==> src/rtl/fb_stream_pkg.sv <==
// Pixel-format constants and types shared by the scan-out stages.
package fb_stream_pkg;
  localparam int PIXEL_WIDTH     = 16;
  localparam int PIXELS_PER_WORD = 2;

  typedef logic [PIXEL_WIDTH-1:0] pixel_t;
endpackage

==> src/rtl/fb_raster_counter.sv <==
// Raster x/y position tracker with start-of-frame, end-of-line and end-of-frame decodes.
module fb_raster_counter #(
  parameter int H_RES = 128,
  parameter int V_RES = 128
) (
  input  logic aclk,
  input  logic resetn,
  input  logic advance,
  input  logic resync,
  output logic sof,
  output logic eol,
  output logic eof
);
  localparam int XW = (H_RES > 1) ? $clog2(H_RES) : 1;
  localparam int YW = (V_RES > 1) ? $clog2(V_RES) : 1;
  localparam logic [XW-1:0] X_LAST = XW'(H_RES - 1);
  localparam logic [YW-1:0] Y_LAST = YW'(V_RES - 1);

  logic [XW-1:0] x;
  logic [YW-1:0] y;

  always_ff @(posedge aclk) begin
    if (!resetn) begin
      x <= '0;
      y <= '0;
    end else if (resync) begin
      x <= '0;
      y <= '0;
    end else if (advance) begin
      if (x == X_LAST) begin
        x <= '0;
        y <= (y == Y_LAST) ? '0 : y + YW'(1);
      end else begin
        x <= x + XW'(1);
      end
    end
  end

  assign sof = (x == '0) && (y == '0);
  assign eol = (x == X_LAST);
  assign eof = eol && (y == Y_LAST);
endmodule

==> src/rtl/fb_stream_unpacker.sv <==
// Splits 32-bit framebuffer words into a one-pixel-per-beat RGB565 stream with SOF/EOL markers.
// Define FB_STREAM_UNPACKER_FRAME_CHECK_EN to check input tlast against the raster and resync on early tlast.
module fb_stream_unpacker
  import fb_stream_pkg::*;
#(
  parameter int H_RES            = 128,
  parameter int V_RES            = 128,
  parameter int CMD_STREAM_WIDTH = 32
) (
  input  logic                        aclk,
  input  logic                        resetn,
  input  logic                        s_framebuffer_axis_tvalid,
  output logic                        s_framebuffer_axis_tready,
  input  logic                        s_framebuffer_axis_tlast,
  input  logic [CMD_STREAM_WIDTH-1:0] s_framebuffer_axis_tdata,
  output logic                        m_pixel_axis_tvalid,
  input  logic                        m_pixel_axis_tready,
  output logic [15:0]                 m_pixel_axis_tdata,
  output logic                        m_pixel_axis_tuser,
  output logic                        m_pixel_axis_tlast,
  output logic                        frame_err
);
  logic [CMD_STREAM_WIDTH-1:0] word;
  logic   word_valid;
  logic   half;
  pixel_t pix_lo;
  pixel_t pix_hi;
  logic   pix_hs;
  logic   word_hs;
  logic   word_done;
  logic   resync;
  logic   sof;
  logic   eol;
  logic   eof;

  assign pix_lo    = word[PIXEL_WIDTH-1:0];
  assign pix_hi    = word[2*PIXEL_WIDTH-1:PIXEL_WIDTH];
  assign pix_hs    = word_valid && m_pixel_axis_tready;
  assign word_done = pix_hs && half;

  // Refilling while the high pixel leaves keeps the output at one pixel per clock.
  assign s_framebuffer_axis_tready = resetn && (!word_valid || (half && m_pixel_axis_tready));
  assign word_hs = s_framebuffer_axis_tvalid && s_framebuffer_axis_tready;

  always_ff @(posedge aclk) begin
    if (!resetn) begin
      word_valid <= 1'b0;
      half       <= 1'b0;
      word       <= '0;
    end else if (word_hs) begin
      word       <= s_framebuffer_axis_tdata;
      word_valid <= 1'b1;
      half       <= 1'b0;
    end else if (word_done) begin
      word_valid <= 1'b0;
      half       <= 1'b0;
    end else if (pix_hs) begin
      half <= 1'b1;
    end
  end

`ifdef FB_STREAM_UNPACKER_FRAME_CHECK_EN
  logic word_last;
  logic err;

  // eof on the high pixel is where the frame's last word must sit.
  always_ff @(posedge aclk) begin
    if (!resetn) begin
      word_last <= 1'b0;
      err       <= 1'b0;
    end else begin
      if (word_hs) word_last <= s_framebuffer_axis_tlast;
      if (word_done && (word_last != eof)) err <= 1'b1;
    end
  end

  assign resync    = word_done && word_last && !eof;
  assign frame_err = err;
`else
  logic unused_frame_check;
  assign unused_frame_check = eof ^ s_framebuffer_axis_tlast;
  assign resync    = 1'b0;
  assign frame_err = 1'b0;
`endif

  fb_raster_counter #(
    .H_RES(H_RES),
    .V_RES(V_RES)
  ) u_raster (
    .aclk   (aclk),
    .resetn (resetn),
    .advance(pix_hs),
    .resync (resync),
    .sof    (sof),
    .eol    (eol),
    .eof    (eof)
  );

  assign m_pixel_axis_tvalid = word_valid;
  assign m_pixel_axis_tdata  = half ? pix_hi : pix_lo;
  assign m_pixel_axis_tuser  = sof;
  assign m_pixel_axis_tlast  = eol;
endmodule

==> config.mk <==
export PLATFORM = sky130hd
export DESIGN_NAME = fb_stream_unpacker
export DESIGN_NICKNAME = d
export VERILOG_FILES = /design/src/rtl/fb_stream_pkg.sv /design/src/rtl/fb_raster_counter.sv /design/src/rtl/fb_stream_unpacker.sv
export SDC_FILE = /design/constraint.sdc
export NUM_CORES = 1
export LEC_CHECK = 0
export ABC_AREA = 1
export CAP_MARGIN = 20
export CELL_PAD_IN_SITES_DETAIL_PLACEMENT = 1
export CELL_PAD_IN_SITES_GLOBAL_PLACEMENT = 2
export CORE_ASPECT_RATIO = 0.7
export CORE_MARGIN = 2
export CORE_UTILIZATION = 25
export CTS_CLUSTER_DIAMETER = 100
export DETAILED_ROUTE_END_ITERATION = 8
export HOLD_SLACK_MARGIN = 0.05
export PLACE_DENSITY = 0.84
export SETUP_SLACK_MARGIN = 0.5
export SLEW_MARGIN = 20
export SYNTH_ARGS = -nofsm -noshare
export SYNTH_HDL_FRONTEND = slang
export SYNTH_SLANG_ARGS = --single-unit
==> constraint.sdc <==
create_clock -name aclk -period 1.65 [get_ports aclk]
set_input_delay 0.33 -clock aclk [delete_from_list [all_inputs] [get_ports aclk]]
set_output_delay 0.33 -clock aclk [all_outputs]
set_load 0.03 [all_outputs]
Yosys cells after proc, flatten, opt, wreduce, memory -nomap -nowiden

Cells that the tools add are included.

Flip-flop bits (word level): 48
Output and inout bits: 21
Input port bits: 37
Bits in read-only memories: 0
Logic and storage cells: 28
Memories: 0
Bits in latches: 0
Memory bits (writable): 0

Equal/unequal tests: 2
Multiplexer cells: 5
Bitwise operators: 1
$add $sub $neg: 2
$mul: 0
Order comparisons: 0
Shift-type cells: 0
Reductions and logical operators: 13
Div/mod/pow operators: 0

Operators with widths:

| cell                                                          | count |
|---|---|
| 16-bit two-way mux                                            | 1 |
| 7-bit by 1-bit adder with 7-bit output, second input constant | 2 |
| 7-bit equality test, second input constant                    | 2 |
| 7-bit zero test                                               | 2 |
| 7-bit two-way mux                                             | 2 |
| 1-bit logical AND                                             | 6 |
| 3-bit OR reduction                                            | 1 |
| 1-bit two-way mux                                             | 2 |
| 2-bit AND reduction                                           | 1 |
| 2-bit nonzero test                                            | 1 |
| 1-bit zero test                                               | 1 |
| 1-bit logical OR                                              | 1 |
| 1-bit NOT                                                     | 1 |

Longest topological paths before layout

Word-level depth: 5
Mapped depth: 8
Depth with buffers taken out: 8

By module

From an unflattened synthesis, not the netlist that was laid out.

Cells, all modules: 396
Area total of the unflattened synthesis: 2606.2 um2

Modules (own cells, without submodules):

| module             | seq. area each (um2) | times used | cells each | area each (um2) |
|---|---|---|---|---|
| fb_stream_unpacker | 680.7                | 1          | 280        | 1785.5 |
| fb_raster_counter  | 280.3                | 1          | 116        | 820.8 |

Least setup slack after synthesis

No wires, ideal clock.

Kind: reg2out
Start: register u_raster.y[0]
End: output m_pixel_axis_tuser
Arrival: 1323 ps
Stages on the path, launching flop included: 5
Slack: -3 ps
Buffers on the path: 0
Required time: 1320 ps
Cell sequence: dfxtp_1 > inv_1 > ha_1 > nand4_1 > nor3_1

Longest elaborated chain between the ends: 2

Ends and longest elaborated chain:

| element                | line                     | text |
|---|---|---|
| start, declared        | fb_raster_counter.sv:20  | `logic [YW-1:0] y;` |
| start signal, assigned | fb_raster_counter.sv:32  | `y <= (y == Y_LAST) ? '0 : y + YW'(1);` |
| 7-bit zero test        | fb_raster_counter.sv:39  | `assign sof = (x == '0) && (y == '0);` |
| 1-bit logical AND      | fb_raster_counter.sv:39  |  |
| end, declared          | fb_stream_unpacker.sv:19 | `output logic m_pixel_axis_tuser,` |

Every way passes these cells.

Worst setup path after layout

Start: register half
End: output m_pixel_axis_tdata[4]

Longest elaborated chain between the ends: 1

Ends and longest elaborated chain:

| element                | line                      | text |
|---|---|---|
| start, declared        | fb_stream_unpacker.sv:25  | `logic half;` |
| start signal, assigned | fb_stream_unpacker.sv:48  | `half <= 1'b0;` |
| start signal, assigned | fb_stream_unpacker.sv:53  | `half <= 1'b0;` |
| start signal, assigned | fb_stream_unpacker.sv:56  | `half <= 1'b0;` |
| 16-bit two-way mux     | fb_stream_unpacker.sv:100 | `assign m_pixel_axis_tdata = half ? pix_hi : pix_lo;` |
| end, declared          | fb_stream_unpacker.sv:18  | `output logic [15:0] m_pixel_axis_tdata,` |

Every way passes these cells.

==> results.yml <==
status:
  run_status: "finished clean"
synthesis:
  ys_types: 21
  syn_nets: 368
  yosysSeqAreaShare_pct: 43.6
  yosys_register_bits: 48
  synth.avg_cell_area_um2: 6.75
  syn-instance-count: 327
  total_standard_cell_area_after_synthesis_um2: 2210
  synth_warnings: 0
layout:
  area_growth_syn_to_layout_pct: 103
  layout-drive-gt1-share_pct: 54.0
  fillCellCount: 968
  antenna-diode-count: 0
  mostFrequentLayoutCells: "sky130_fd_sc_hd__nand2_1, sky130_fd_sc_hd__nand2_4, sky130_fd_sc_hd__dfxtp_1, sky130_fd_sc_hd__nand2_2, sky130_fd_sc_hd__clkdlybuf4s50_1"
  num-nets-final: 460
  mostFrequentLayoutCell: "sky130_fd_sc_hd__nand2_1"
placed_design:
  place.port_buffers: 55
  gp_congestion: 0.808
  place.detailed.hpwl_um: 4890
clocking:
  cts_tree: "built"
  post_cts_hold_buffer_count: 0
  clk_latency_ns: 0.30
  cts-buffers-inserted: 5
  clockBufferDepth: 2
  ctsRootBufferMaster: "sky130_fd_sc_hd__clkbuf_16"
  tritoncts_num_sinks: 48
  cts.clk_slew.worst_paths_ns: 0.07
  cts_max_level: 2
worst_hold_path:
  hold-path-endpoint: "word[30]$_SDFFE_PN0P_"
  worst_hold_path.num_cells: 3
  timing.hold.worst.start: "resetn"
  worst_hold_path_type: "in -> reg"
setup_path:
  worstReg2RegEnd: "u_raster.x[5]$_SDFFE_PN0N_"
  setup.worst_path.class: "reg -> out"
  critPathLaunch: "half$_SDFFE_PP0N_"
  setup.worst_path.end_class: "primary output"
  required_ns: 1.32
  start_kind: "flop"
  r2r_setup_slack_ns: 0.16
  worst-r2r-cell-count: 12
  worstReg2RegStart: "u_raster.x[0]$_SDFFE_PN0N_"
  worst_ep_arrival_time_ns: 1.32
  largest_fanout_on_the_critical_path: 8
timing:
  final-setup-viol-count: 0
  fmax_mhz: 607
  timing.hold.ws_ns: 0.437
  timing.final.hold_violations: 0
  report.final.slew_viol_count: 0
  final.period_utilization_pct: 99.9
  clock-skew-final_ns: 0.00632
  crit_path_time_final_ns: 1.65
  rsz_0062_raised_after_global_routing: "true"
  fin_tns_setup_ns: 0
die:
  die-area_um2: 9600
  initial_utilization_pct: 25.9
  die_y_extent_um: 82.6
  placeable_area_um2: 8510
  die_w_um: 116
  fp-row-count: 28
  io_pins: 58
drt:
  totalWireLength_um: 9450
  routedWlPerCell_um: 17.5
  routed-via-count: 2445
  drt_drc_violations_left: 0
  antenna_violating_nets_post_route: 0
  detail_route.first_pass.iterations: 4
  avgViaCountPerCell: 4.53
  dr.first_iter.drc_count: 56
global_route:
  grt_remaining_overflow: 0
  grt_antenna_before_repair: 0
  grt_pass1_wl_um: 12900
  via_count_of_the_first_global_routing_pass: 2500
  grt_max_degree: 17
  track_usage_pct: 17.7
power_and_ir_drop:
  pnr_total_power_uw: 3250
  p_per_area_nw_per_um2: 727
  leakage_uw: 0.00204
  vdd.ir_drop.worst_mv: 0.383
flow_run:
  maxCapViolations: 0
[timing repair]
item | CTS | global route
resized for setup | 147 | 63
setup endpoints to repair | 67 | 65
buffers inserted | 18 | 3
cloned | 5 | 2
pin swaps | 53 | 23
hold endpoints to repair | 0 | 0
[synthesized netlist by cell type]
master | instances | area (µm²)
sky130_fd_sc_hd__nand2_1 | 148 | 556
sky130_fd_sc_hd__dfxtp_1 | 48 | 961
sky130_fd_sc_hd__nand3_1 | 47 | 235
sky130_fd_sc_hd__inv_1 | 20 | 75.1
sky130_fd_sc_hd__nor2_1 | 20 | 75.1
sky130_fd_sc_hd__a21oi_1 | 5 | 25.0
sky130_fd_sc_hd__buf_2 | 5 | 25.0
sky130_fd_sc_hd__buf_4 | 5 | 37.5
sky130_fd_sc_hd__clkbuf_1 | 4 | 15.0
sky130_fd_sc_hd__ha_1 | 4 | 50.1
sky130_fd_sc_hd__nor3_1 | 4 | 20.0
sky130_fd_sc_hd__nand2_2 | 3 | 18.8
sky130_fd_sc_hd__xor2_1 | 3 | 26.3
sky130_fd_sc_hd__inv_2 | 2 | 7.51
sky130_fd_sc_hd__nand4_1 | 2 | 12.5
sky130_fd_sc_hd__o21ai_0 | 2 | 10.0
sky130_fd_sc_hd__a21boi_4 | 1 | 18.8
sky130_fd_sc_hd__conb_1 | 1 | 3.75
sky130_fd_sc_hd__nand3_2 | 1 | 10.0
sky130_fd_sc_hd__nor3_4 | 1 | 16.3
sky130_fd_sc_hd__o21bai_1 | 1 | 7.51
[worst max-delay path by stage]
stage	slack (ns)	depth (start not counted)	endpoint
global placement	0.0005	4	s_framebuffer_axis_tready
floorplan	0.39	4	m_pixel_axis_tuser
global route	-0.03	5	m_pixel_axis_tdata[4]
detailed placement	-0.03	8	u_raster.y[1]$_SDFFE_PN0P_
finish	0.001	5	m_pixel_axis_tdata[4]
CTS	-0.006	5	m_pixel_axis_tuser
[per-layer routing]
| metal | vias to the layer above | global-route usage (%) | part of all wire (%) |
|---|---|---|---|
| met1 | 1178 | 22.5 | 44 |
| met2 | 48 | 31.9 | 51 |
| met5 | - | 0 | 0 |
| met4 | 0 | 3.57 | 2.3 |
| li1 | 1206 | - | - |
| met3 | 13 | 2.70 | 2.7 |
[area by class of cell]
| type | instances | area, µm² | area share (%) |
|---|---|---|---|
| repair buffers | 98 | 1140 | 25.4 |
| multi-input cells | 243 | 1910 | 42.7 |
| repair inverters | 1 | 30.0 | 0.671 |
| well taps | 120 | 150 | 3.36 |
| clock inverters | 2 | 12.5 | 0.280 |
| flip-flops and latches | 48 | 978 | 21.9 |
| inverters | 22 | 104 | 2.32 |
| clock buffers | 6 | 150 | 3.36 |
[registers in the layout, indices dropped and copies added, names as in the netlist]
signal and count:
word 32, u_raster.x 7, u_raster.y 7, half 1, m_pixel_axis_tvalid 1
[where the power goes]
part	switching, µW	leakage [µW]	internal [µW]	total [µW]
sequential	76.1	0.000397	1220	1290
combinational	430	0.00156	396	826
clock	481	0.0000780	653	1130
total	987	0.00204	2270	3250
[worst max-delay path, cell delays in order, from the launching register on]
cell	delay, ns
sky130_fd_sc_hd__dfxtp_4	0.40
sky130_fd_sc_hd__buf_12	0.19
sky130_fd_sc_hd__clkinv_16	0.11
sky130_fd_sc_hd__nand2_1	0.12
sky130_fd_sc_hd__nand2_2	0.07
sky130_fd_sc_hd__buf_6	0.13
[metrics by stage]
step	cell area [µm²]	std cells	setup WS [ns]	util [%]
6_report	4470	540	0.00127	52.6
5_1_grt	4470	540	-0.0328	52.6
2_1_floorplan	2550	327	0.391	-
3_5_place_dp	3250	504	-0.0280	38.2
4_1_cts	4100	535	-0.00579	48.1
3_3_place_gp	3250	504	0.000455	38.2
[kinds of logic after synthesis]
kind of cell / share of synthesized area (%)
adders and majority gates: 2.27
xor gates and xnor gates: 1.19
AOI/OAI and AO/OA: 2.78
DFF: 43.6
and+or+nand+nor: 42.8
other: 0.170
buffers and inverters: 7.26
Power figures use the tool's default switching activity.
